==> config.mk <==
export PLATFORM = sky130hd
export DESIGN_NAME = digit_entry_flat
export DESIGN_NICKNAME = d
export VERILOG_FILES = /design/src/rtl/digit_entry_pkg.sv /design/src/rtl/digit_entry_if.sv /design/src/rtl/digit_entry_key_debounce.sv /design/src/rtl/digit_entry.sv /design/src/flat_wrapper.sv
export SDC_FILE = /design/constraint.sdc
export NUM_CORES = 1
export LEC_CHECK = 0
export ABC_AREA = 0
export BUFFER_PORTS_ARGS = -buffer_cell sky130_fd_sc_hd__buf_2
export CAP_MARGIN = 5
export CORE_ASPECT_RATIO = 1.1
export CORE_UTILIZATION = 50
export CTS_BUF_LIST = sky130_fd_sc_hd__clkbuf_4 sky130_fd_sc_hd__clkbuf_8
export DETAILED_ROUTE_END_ITERATION = 10
export PLACE_DENSITY = 0.63
export SYNTH_ARGS = -nofsm -noshare
export SYNTH_HDL_FRONTEND = slang
export SYNTH_HIERARCHICAL = 1
export SYNTH_SLANG_ARGS = --single-unit
==> constraint.sdc <==
create_clock -name clk -period 5.5 [get_ports clk]
set_input_delay 1.1 -clock clk [delete_from_list [all_inputs] [get_ports clk]]
set_output_delay 1.1 -clock clk [all_outputs]
set_load 0.03 [all_outputs]
==> src/rtl/digit_entry_pkg.sv <==
// Shared types and helpers for the two-digit BCD entry block: FSM encoding,
// key indices and BCD arithmetic used by the entry datapath.
package digit_entry_pkg;

    typedef enum logic {
        EDIT = 1'b0,
        HOLD = 1'b1
    } state_t;

    localparam int KEY_INC  = 0;
    localparam int KEY_SEL  = 1;
    localparam int KEY_ENT  = 2;
    localparam int NUM_KEYS = 3;

    function automatic logic [3:0] next_digit(input logic [3:0] d);
        return (d >= 4'd9) ? 4'd0 : d + 4'd1;
    endfunction

    function automatic logic [6:0] bcd_to_bin(input logic [3:0] tens, input logic [3:0] ones);
        return 7'(tens) * 7'd10 + 7'(ones);
    endfunction

endpackage

==> src/rtl/digit_entry_if.sv <==
// Key/consumer bundle for digit_entry; master is the entry block, slave is
// the side that presses keys and consumes VALUE.
interface digit_entry_if;
    logic [2:0] key_n;
    logic       ready;
    logic [3:0] ones;
    logic [3:0] tens;
    logic       sel;
    logic [6:0] value;
    logic       valid;
    logic       err;

    modport master (
        input  key_n, ready,
        output ones, tens, sel, value, valid, err
    );

    modport slave (
        output key_n, ready,
        input  ones, tens, sel, value, valid, err
    );
endinterface

==> src/rtl/digit_entry_key_debounce.sv <==
// One pushbutton: 2-flop synchronizer, consecutive-cycle debounce and a
// one-cycle press pulse on the debounced 1->0 transition.
module key_debounce #(
    parameter int DEBOUNCE_CYCLES = 500000
) (
    input  logic clk,
    input  logic rst_n,
    input  logic key_n,
    output logic press
);
    localparam int CNT_W = (DEBOUNCE_CYCLES > 1) ? $clog2(DEBOUNCE_CYCLES + 1) : 1;
    localparam logic [CNT_W-1:0] CNT_LAST = CNT_W'(DEBOUNCE_CYCLES - 1);

    logic [1:0]       sync_reg;
    logic [1:0]       fill_reg;
    logic             level_reg, level_next;
    logic [CNT_W-1:0] cnt_reg, cnt_next;
    logic             armed_reg, armed_next;
    logic             press_reg, press_next;
    logic             synced;

    assign synced = sync_reg[1];

    always_comb begin
        level_next = level_reg;
        cnt_next   = '0;
        if (synced != level_reg) begin
            if (cnt_reg == CNT_LAST) begin
                level_next = synced;
            end else begin
                cnt_next = cnt_reg + 1'b1;
            end
        end
        // Arm only once the synchronizer holds real samples showing the key up,
        // so a key held through reset never produces a press.
        armed_next = armed_reg | (fill_reg[1] & synced & level_reg);
        press_next = armed_reg & level_reg & ~level_next;
    end

    always_ff @(posedge clk or negedge rst_n) begin
        if (!rst_n) begin
            sync_reg  <= 2'b11;
            fill_reg  <= 2'b00;
            level_reg <= 1'b1;
            cnt_reg   <= '0;
            armed_reg <= 1'b0;
            press_reg <= 1'b0;
        end else begin
            sync_reg  <= {sync_reg[0], key_n};
            fill_reg  <= {fill_reg[0], 1'b1};
            level_reg <= level_next;
            cnt_reg   <= cnt_next;
            armed_reg <= armed_next;
            press_reg <= press_next;
        end
    end

    assign press = press_reg;
endmodule

==> src/rtl/digit_entry.sv <==
// Two-digit BCD entry: three debounced keys edit ONES/TENS, enter offers the
// binary value on a VALID/READY handshake or pulses ERR if it is too small.
module digit_entry
    import digit_entry_pkg::*;
#(
    parameter int DEBOUNCE_CYCLES = 500000,
    parameter int MIN_VALUE       = 2
) (
    input  logic          clk,
    input  logic          rst_n,
    digit_entry_if.master bus
);
    logic [NUM_KEYS-1:0] press;

    generate
        for (genvar gi = 0; gi < NUM_KEYS; gi++) begin : g_key
            key_debounce #(.DEBOUNCE_CYCLES(DEBOUNCE_CYCLES)) u_key (
                .clk   (clk),
                .rst_n (rst_n),
                .key_n (bus.key_n[gi]),
                .press (press[gi])
            );
        end
    endgenerate

    state_t     state_reg, state_next;
    logic [3:0] ones_reg, ones_next;
    logic [3:0] tens_reg, tens_next;
    logic       sel_reg, sel_next;
    logic [6:0] value_reg, value_next;
    logic       valid_reg, valid_next;
    logic       err_reg, err_next;
    logic [6:0] entered;

    assign entered = bcd_to_bin(tens_reg, ones_reg);

    always_comb begin
        state_next = state_reg;
        ones_next  = ones_reg;
        tens_next  = tens_reg;
        sel_next   = sel_reg;
        value_next = value_reg;
        valid_next = valid_reg;
        err_next   = 1'b0;
        case (state_reg)
            EDIT: begin
                // Priority enter > select > increment; lower events are dropped.
                if (press[KEY_ENT]) begin
                    if (int'(entered) >= MIN_VALUE) begin
                        value_next = entered;
                        valid_next = 1'b1;
                        state_next = HOLD;
                    end else begin
                        err_next = 1'b1;
                    end
                end else if (press[KEY_SEL]) begin
                    sel_next = ~sel_reg;
                end else if (press[KEY_INC]) begin
                    if (sel_reg) tens_next = next_digit(tens_reg);
                    else         ones_next = next_digit(ones_reg);
                end
            end
            HOLD: begin
                if (valid_reg && bus.ready) begin
                    valid_next = 1'b0;
                    state_next = EDIT;
                end
            end
            default: state_next = EDIT;
        endcase
    end

    always_ff @(posedge clk or negedge rst_n) begin
        if (!rst_n) begin
            state_reg <= EDIT;
            ones_reg  <= '0;
            tens_reg  <= '0;
            sel_reg   <= 1'b0;
            value_reg <= '0;
            valid_reg <= 1'b0;
            err_reg   <= 1'b0;
        end else begin
            state_reg <= state_next;
            ones_reg  <= ones_next;
            tens_reg  <= tens_next;
            sel_reg   <= sel_next;
            value_reg <= value_next;
            valid_reg <= valid_next;
            err_reg   <= err_next;
        end
    end

    assign bus.ones  = ones_reg;
    assign bus.tens  = tens_reg;
    assign bus.sel   = sel_reg;
    assign bus.value = value_reg;
    assign bus.valid = valid_reg;
    assign bus.err   = err_reg;
endmodule
==> src/flat_wrapper.sv <==
// flat-port wrapper written by rule: the top's interface ports become plain ports
module digit_entry_flat import digit_entry_pkg::*;
#(
    parameter int DEBOUNCE_CYCLES = 500000,
    parameter int MIN_VALUE       = 2
)
  (clk, rst_n, bus_key_n, bus_ready, bus_ones, bus_tens, bus_sel, bus_value, bus_valid, bus_err);
  digit_entry_if bus_i ();
  input  logic clk;
  input  logic rst_n;
  input wire logic [$bits(bus_i.key_n)-1:0] bus_key_n;
  input wire logic [$bits(bus_i.ready)-1:0] bus_ready;
  output wire logic [$bits(bus_i.ones)-1:0] bus_ones;
  output wire logic [$bits(bus_i.tens)-1:0] bus_tens;
  output wire logic [$bits(bus_i.sel)-1:0] bus_sel;
  output wire logic [$bits(bus_i.value)-1:0] bus_value;
  output wire logic [$bits(bus_i.valid)-1:0] bus_valid;
  output wire logic [$bits(bus_i.err)-1:0] bus_err;
  assign bus_i.key_n = bus_key_n;
  assign bus_i.ready = bus_ready;
  assign bus_ones = bus_i.ones;
  assign bus_tens = bus_i.tens;
  assign bus_sel = bus_i.sel;
  assign bus_value = bus_i.value;
  assign bus_valid = bus_i.valid;
  assign bus_err = bus_i.err;
  digit_entry #(.DEBOUNCE_CYCLES(DEBOUNCE_CYCLES), .MIN_VALUE(MIN_VALUE)) u_core (.clk(clk), .rst_n(rst_n), .bus(bus_i));
endmodule
Word level (Yosys, flattened, before mapping)
Cells that the tools add are included.

Register bits: 97. Input bits: 6. Output and inout port bits: 18. Word-level logic and storage cells: 97.

Add/sub/neg operators: 6. Multiply operators: 1. Magnitude comparators: 3. Equal/unequal tests: 9. Multiplexer cells: 25. Bitwise gates (word level): 22. Reduce and logical (&&, ||, !) cells: 6.

Operators with widths (count): two-way mux 19 bit (6); adder 19 x 1 -> 19 bit, second input constant (3); equality test 19 bit, second input constant (3); two-way mux 1 bit (15); AND 1 bit (12); AND reduction 5 bit (2); AND reduction 3 bit (3); adder 4 x 1 -> 4 bit, second input constant (2); greater-or-equal comparator 4 bit, second input constant (2); two-way mux 4 bit (2); adder 7 x 4 -> 7 bit (1); greater-or-equal comparator 7 x 2 -> 1 bit, second input constant (1); inverter 1 bit (7); multiplier 4 x 3 -> 6 bit, second input constant (1); inequality test 2 bit, second input constant (2); one-hot mux 1 bit (2 select lines) (2); inequality test 1 bit (3); bitwise OR 1 bit (3); inequality test 2 x 1 -> 1 bit, second input constant (1); logical AND 1 bit (1).

Longest topological paths before layout
Gate-level depths: netlist (run 1).

Depth in word-level cells: 6. Gate-level depth with buffers: 9. Depth with buffers taken out: 8.

Cells and area by module
The synthesis (run 1) kept the hierarchy.

By module, submodules not included: key_debounce (instances 3, cells an instance 118, area each 1247.4 µm², sequential area each 654.4 µm²); digit_entry (instances 1, cells an instance 104, area each 1162.4 µm², sequential area each 475.5 µm²).

Worst setup path after synthesis (run 1)
No wires, ideal clock.

Path type: register -> register. Start: reg u_core.tens_reg[1], in the netlist u_core/bus.tens[1]. End: reg u_core.value_reg[0], in the netlist u_core/bus.value[0]. Setup time: 0.125 ns. Data arrival time: 2.691 ns. Required time: 5.375 ns. Path slack: 2.684 ns. Cell stages (with the launch flop): 10. Path buffers: 1. Period minus slack after synthesis: 2.816 ns. Path through: dfrtp_1 > ha_1 > ha_1 > fa_1 > xnor3_1 > nand2_1 > mux2i_1 > a41o_1 > buf_6 > mux2_4.

Cells in the longest elaborated chain, start to end: 4.

Ends and longest elaborated chain: start: declaration (line digit_entry.sv:28) `logic [3:0] tens_reg, tens_next;`; start signal: assignment (line digit_entry.sv:85) `tens_reg <= tens_next;`; multiplier 4 x 3 -> 6 bit (line digit_entry_pkg.sv:20) `return 7'(tens) * 7'd10 + 7'(ones);`; adder 7 x 4 -> 7 bit (line digit_entry_pkg.sv:20); greater-or-equal comparator 7 x 2 -> 1 bit (line digit_entry.sv:49) `if (int'(entered) >= MIN_VALUE) begin`; AND reduction 3 bit (no line); end signal: assignment (line digit_entry.sv:87) `value_reg <= value_next;`; end: declaration (line digit_entry.sv:30) `logic [6:0] value_reg, value_next;`.

Every way passes these cells. A chain may end at the register's enable or synchronous reset.

Worst setup path after layout (run 1)
Ends and elaborated chain as after synthesis.

==> out/metrics.yaml, run 1 <==
hpwl_mm: 5.91
power_density_nw_per_um2: 235
grt_usage: 0.184
routed_wl_mm: 8.38
crit_arrival_ns: 3.26
clk_latency_ns: 0.36
hold_path_depth: 0
cts_buffers: 9
endpoint_kind: "flip-flop"
grt_max_degree: 59
ctsResizeCount: 0
tightest_slew_ns: 0.714
grt-ovfl-total: 0
start_util: 0.519
clk_pin_slew_worst_paths_ns: 0.10
clockRootBuffer: "clkbuf_8"
cts_num_sinks: 97
mostFrequentLayoutCell: "dfrtp_1"
crit_type: "flip-flop to flip-flop"
antenna_found_initial: 0
drv_cap: 0
fin_cells: 610
clock_skew_ns: 0.00870
swShare: 0.230
synth_edf_count: 0
final_cell_mix: "dfrtp_1 (88), nor2_1 (54), xnor2_1 (40)"
p_leak_uw: 0.00225
fin_util: 0.565
synth_top_area_cell: "dfrtp_1"
register_area_sq_um: 2440
post-route-period-util: 0.548
start_kind: "flip-flop"
ys_async_sr_fraction: 1.00
diodes: 0
place_congestion: 0.836
pwr-share-comb: 0.031
final_layout_size_suffix_gt1_frac: 0.185
synth_area_per_cell_sq_um: 10.7
p_total_uw: 1260
grt_pass1_vias: 3219
yosysTopAreaCellShare: 0.449
core_sq_um: 9440
period_minus_slack_ns: 3.01
grt_pass1_wl_mm: 14.7
die_x_microns: 96.4
synth_flop_cell: "dfrtp_1"
setup_viol: 0
synth_area_leaders: "dfrtp_1 (45%), xnor2_1 (7.1%), dfstp_2 (4.8%)"
drt_iter0_markers: 107
nFillCells: 847
io_pins: 24
ys_ff_latch: 97
nNetsFinal: 511
hold_class: "flip-flop to flip-flop"
port_buffers: 23
dp.cells: 594
grt_setup_unrepaired: "no"
die_area_sq_um: 10200
synthDistinctLibCells: 48
syn_area_sq_um: 4900
clkPwrFrac: 0.382
crit_required_ns: 5.74
internal_power_uw: 967
synth_warnings: 6
htree_levels: 3
viasPerCell: 5.45
cts.path.max_buffers: 2
syn_inst: 458
first_pass_iters: 4
die_y_microns: 106
vias: 3322
reg2reg_depth: 8
largest_register_ffs: 57
multi_input_area_sq_um: 2350
tritoncts: "built"
syn2layout_area_growth_pct: 8.72
tns_ns: 0
postRouteAntennaNets: 0
cts_setup_buffers: 0
syn-num-nets: 481
wl_per_cell_microns: 13.7
status: "complete, no violations"
power_frac_seq: 0.587
max-slew-margin-rel: 0.524
slew_violations: 0
ctsHoldBuffers: 0
route.detailed.drc: 0
max-vdd-ir-drop_uv: 142
ys_seq_area_frac: 0.497
row_count: 37
crit_fanout: 9
clock.fmax_ghz: 0.332
switchingPower_uw: 288
hold_violations: 0
routing by layer:
| metal | vias up | share of wire | GRT usage |
|---|---|---|---|
| li1 | 1660 | - | - |
| met1 | 1606 | 0.48 | 0.247 |
| met2 | 43 | 0.47 | 0.290 |
| met3 | 13 | 0.025 | 0.0325 |
| met4 | 0 | 0.019 | 0.0809 |
| met5 | - | 0 | 0 |
path summary, 6_finish.rpt:
kind | start | endpoint | slack (ns)
worst max-delay path | u_core/bus.tens[1]$_DFFE_PN0P_ | u_core/bus.value[0]$_DFFE_PN0P_ | 2.49
worst min-delay path | u_core/g_key[0].u_key/sync_reg[0]$_DFF_PN1_ | u_core/g_key[0].u_key/sync_reg[1]$_DFF_PN1_ | 0.35
worst max register to register | u_core/bus.tens[1]$_DFFE_PN0P_ | u_core/bus.value[0]$_DFFE_PN0P_ | 2.49
worst min register to register | u_core/g_key[0].u_key/sync_reg[0]$_DFF_PN1_ | u_core/g_key[0].u_key/sync_reg[1]$_DFF_PN1_ | 0.35
max in group asynchronous | rst_n | u_core/g_key[1].u_key/cnt_reg[14]$_DFF_PN0_ | 3.70
min in group asynchronous | rst_n | u_core/bus.value[6]$_DFFE_PN0P_ | 0.69
area by class of cell:
| class | instances | area share |
|---|---|---|
| clock buffers | 11 | 0.0272 |
| clock inverters | 5 | 0.0120 |
| inverters | 18 | 0.0127 |
| multi-input cells | 338 | 0.440 |
| flip-flops and latches | 97 | 0.457 |
| well taps | 117 | 0.0275 |
| repair buffers | 24 | 0.0235 |
synthesized netlist by cell type (all sizes together) (6+ instances only):
cell type,count
a21oi,13
dfrtp,88
dfstp,9
ha,15
inv,18
mux2,8
mux2i,8
nand2,35
nand2b,8
nand3,24
nand4,21
nor2,54
nor3,24
nor4,6
o21ai,7
o31ai,9
or2,7
or3,15
or4,6
xnor2,40
xor2,8
cell families (layout without fill, tap and decap cells):
| kind of cell | after synthesis | count (layout) | share of synthesized area |
|---|---|---|---|
| muxes | 16 | 16 | 0.0385 |
| xor gates and xnor gates | 49 | 49 | 0.0903 |
| and+or+nand+nor | 214 | 214 | 0.239 |
| other | 3 | 3 | 0.00230 |
| adders and majority gates | 17 | 17 | 0.0464 |
| AOI/OAI and AO/OA | 39 | 39 | 0.0617 |
| DFF | 97 | 97 | 0.497 |
| buffers and inverters | 23 | 58 | 0.0245 |
power groups by stage:
stage / clock [uW] / sequential (uW) / combinational (uW)
6_report: 480 / 737 / 38.7
5_1_grt: 524 / 739 / 45.7
4_1_cts: 499 / 737 / 40.9
3_5_place_dp: 0 / 751 / 40.8
3_3_place_gp: 0 / 751 / 39.4
2_1_floorplan: 0 / 749 / 19.5
worst max-delay path, cell delays in order (launching register included):
cell     delay [ns]
dfrtp_1        0.48
ha_1           0.33
ha_1           0.21
fa_1           0.52
xnor3_1        0.30
nand2_1        0.05
mux2i_1        0.17
a41o_1         0.48
mux2_4         0.34
per-stage QoR:
stage / cell area [sq um] / setup WS [ns] / hold slack (ns)
finish: 5330 / 2.49 / 0.350
detailed placement: 5120 / 2.51 / 0.337
global route: 5330 / 2.38 / 0.357
floorplan: 4900 / 2.68 / 0.331
CTS: 5330 / 2.47 / 0.357
global placement: 5120 / 2.59 / 0.332
(Power assumes the default switching activity.)
==> inputs of run 2 (changes only) <==
- ABC_AREA: 0 -> 1
- clock period: 5.5 -> 3.15 ns (I/O delays scaled with it)
==> run 2 against run 1 <==
- the flow now finishes with violations (design-rule violations)
- via count up 16%
- register-to-register slack got worse by 1.8 ns
- sequential power up 74%
- design area is 3.4% higher
- count of clock-buffer cells in the layout unchanged
- combinational power grew 87%
- core utilization fell by 0.46 points
- worst setup slack got worse by 1.8 ns
- fmax grew 22%
- synthesized cell count up 32%
- non-clock buffer count unchanged
==> out/metrics.yaml, run 2 <==
status: "finished with violations"
violations: "design-rule violations"
syn_inst: 606
hold_violations: 0
clock.fmax_ghz: 0.406
io_pins: 24
crit_arrival_ns: 2.72
power_frac_seq: 0.621
route.detailed.drc: 2
hold_class: "input pin to async pin"
place_congestion: 0.821
cts_num_sinks: 97
power_density_nw_per_um2: 374
crit_fanout: 9
r2r_start: "u_core/bus.tens[1]$_DFFE_PN0P_"
mostFrequentLayoutCell: "nor2_1"
cp-startpoint: "u_core/bus.tens[1]$_DFFE_PN0P_"
drt_iter0_markers: 136
clk_latency_ns: 0.35
synth_area_leaders: "dfrtp_1 (44%), nor2_1 (8.4%), nand2_1 (8.3%)"
row_count: 38
tightest_slew_ns: 0.732
hpwl_mm: 6.70
final_layout_size_suffix_gt1_frac: 0.161
die_area_sq_um: 10500
synth_area_per_cell_sq_um: 8.35
syn-num-nets: 629
max-slew-margin-rel: 0.512
switchingPower_uw: 473
pwr-share-comb: 0.035
syn_area_sq_um: 5060
clkPwrFrac: 0.344
start_kind: "flip-flop"
crit_required_ns: 3.41
grt_max_degree: 58
synth_common_cells: "nor2_1 (113), nand2_1 (112), dfrtp_1 (88), inv_1 (64), nand3_1 (52)"
synth.most_common_cell: "nor2_1"
grt_usage: 0.191
ys_seq_area_frac: 0.482
htree_levels: 3
tritoncts: "built"
p_leak_uw: 0.00258
nNetsFinal: 663
port_buffers: 23
wl_per_cell_microns: 12.0
tns_ns: 0
drv_cap: 0
endpoint_kind: "flip-flop"
swShare: 0.229
synth_warnings: 6
start_util: 0.514
die_x_microns: 97.9
cts_setup_buffers: 0
crit_chain: "ha_1 -> ha_1 -> fa_1 -> nand2_1 -> nor2_1 -> nand2_1 -> nand2_1 -> nand2_1 -> nand2_2 -> inv_2 -> nand2_4 -> nand2_8 -> nand2_2 -> nand2_1"
diodes: 0
synth_top_area_cell: "dfrtp_1"
ys_ff_latch: 97
yosysTopAreaCellShare: 0.435
grt_pass1_wl_mm: 16.0
viasPerCell: 5.06
ys_async_sr_fraction: 1.00
internal_power_uw: 1590
grt_setup_unrepaired: "no"
first_pass_iters: 7
die_y_microns: 108
cts_buffers: 9
synth_flop_cell: "dfrtp_1"
cts.path.max_buffers: 2
setup_viol: 0
vias: 3868
grt_pass1_vias: 3657
post-route-period-util: 0.782
setup_slack_ns: 0.686
max-vdd-ir-drop_uv: 221
synthDistinctLibCells: 35
grt-ovfl-total: 0
synth_edf_count: 0
core_sq_um: 9840
routed_wl_mm: 9.14
ctsHoldBuffers: 0
final_cell_mix: "nor2_1 (113), nand2_1 (112), dfrtp_1 (88)"
postRouteAntennaNets: 0
antenna_found_initial: 0
post-place-ws_ns: 0.689
slew_violations: 0
cp_slowest_stage_delay_ns: 0.52
period_minus_slack_ns: 2.46
clk_pin_slew_worst_paths_ns: 0.09
clock_skew_ns: 0.00845
clockRootBuffer: "clkbuf_8"
syn2layout_area_growth_pct: 8.90
cpMaxStageDelayCell: "fa_1"
fin_util: 0.560
ctsResizeCount: 0
largest_register_ffs: 57
cp_common_cell: "nand2_1"
crit_type: "flip-flop to flip-flop"
[run 2: changes by cell type after synthesis, moves of 31 or more]
cell     delta
nand2_1    +78
nor2_1     +59
inv_1      +46
xnor2_1    -34
nand3_1    +31
[run 2: metrics by stage]
| step | std cells | power, uW | area, sq um | hold slack, ns |
|---|---|---|---|---|
| floorplan | 606 | 1340 | 5060 | 0.331 |
| global placement | 749 | 1380 | 5340 | 0.332 |
| detailed placement | 749 | 1380 | 5340 | 0.335 |
| CTS | 765 | 2110 | 5510 | 0.343 |
| global route | 765 | 2170 | 5510 | 0.340 |
| finish | 765 | 2060 | 5510 | 0.326 |
[run 2: cells by family after synthesis]
logic type	count (synthesis)	synth area share
adder cells (fa/ha/maj)	17	0.0450
AND/OR/NAND/NOR	344	0.313
buffers and inverters	74	0.0556
other	3	0.00222
AO/OA/AOI/OAI	42	0.0480
XOR/XNOR	29	0.0546
flip-flops	97	0.482
[run 2: worst max-delay path: cells and delay by family (launching register included)]
family	cells	cell delay (ns)
adder cells (fa/ha/maj)	3	1.06
AND/OR/NAND/NOR	10	0.78
buffers and inverters	1	0.04
flip-flops	1	0.48
[run 2: area by class of cell]
| class | count | area, sq um |
|---|---|---|
| Clock buffer | 11 | 139 |
| Clock inverter | 5 | 31.3 |
| Fill cell | 904 | 4330 |
| Inverter | 73 | 274 |
| Multi-Input combinational cell | 435 | 2340 |
| Sequential cell | 97 | 2440 |
| Tap cell | 120 | 150 |
| Timing Repair Buffer | 24 | 138 |
[run 2: path summary, 6_finish.rpt]
path,end,slack (ns),depth (start not counted)
worst max-delay path,u_core/bus.value[6]$_DFFE_PN0P_,0.69,14
worst min-delay path,u_core/bus.value[6]$_DFFE_PN0P_,0.33,1
worst max register to register,u_core/bus.value[6]$_DFFE_PN0P_,0.69,14
worst min register to register,u_core/g_key[1].u_key/fill_reg[1]$_DFF_PN0_,0.35,0
max in group asynchronous,u_core/g_key[0].u_key/sync_reg[0]$_DFF_PN1_,2.08,2
min in group clk,u_core/g_key[1].u_key/fill_reg[1]$_DFF_PN0_,0.35,0
[run 2: power groups by stage]
stage                     Clock (uW)  Combinational, uW  Sequential [uW]
after global routing             804               86.3             1280
after detailed placement           0               75.8             1300
after CTS                        751               75.8             1280
after global placement             0               73.3             1300
final                            710               72.3             1280
after floorplan                    0               32.0             1300
[run 2: layer usage]
metal / vias up / track usage / wire, microns
li1: 1979 / - / -
met1: 1848 / 0.242 / 4420
met5: - / 0 / 0
met4: 0 / 0.0714 / 46
met2: 39 / 0.323 / 4410
met3: 2 / 0.0383 / 261
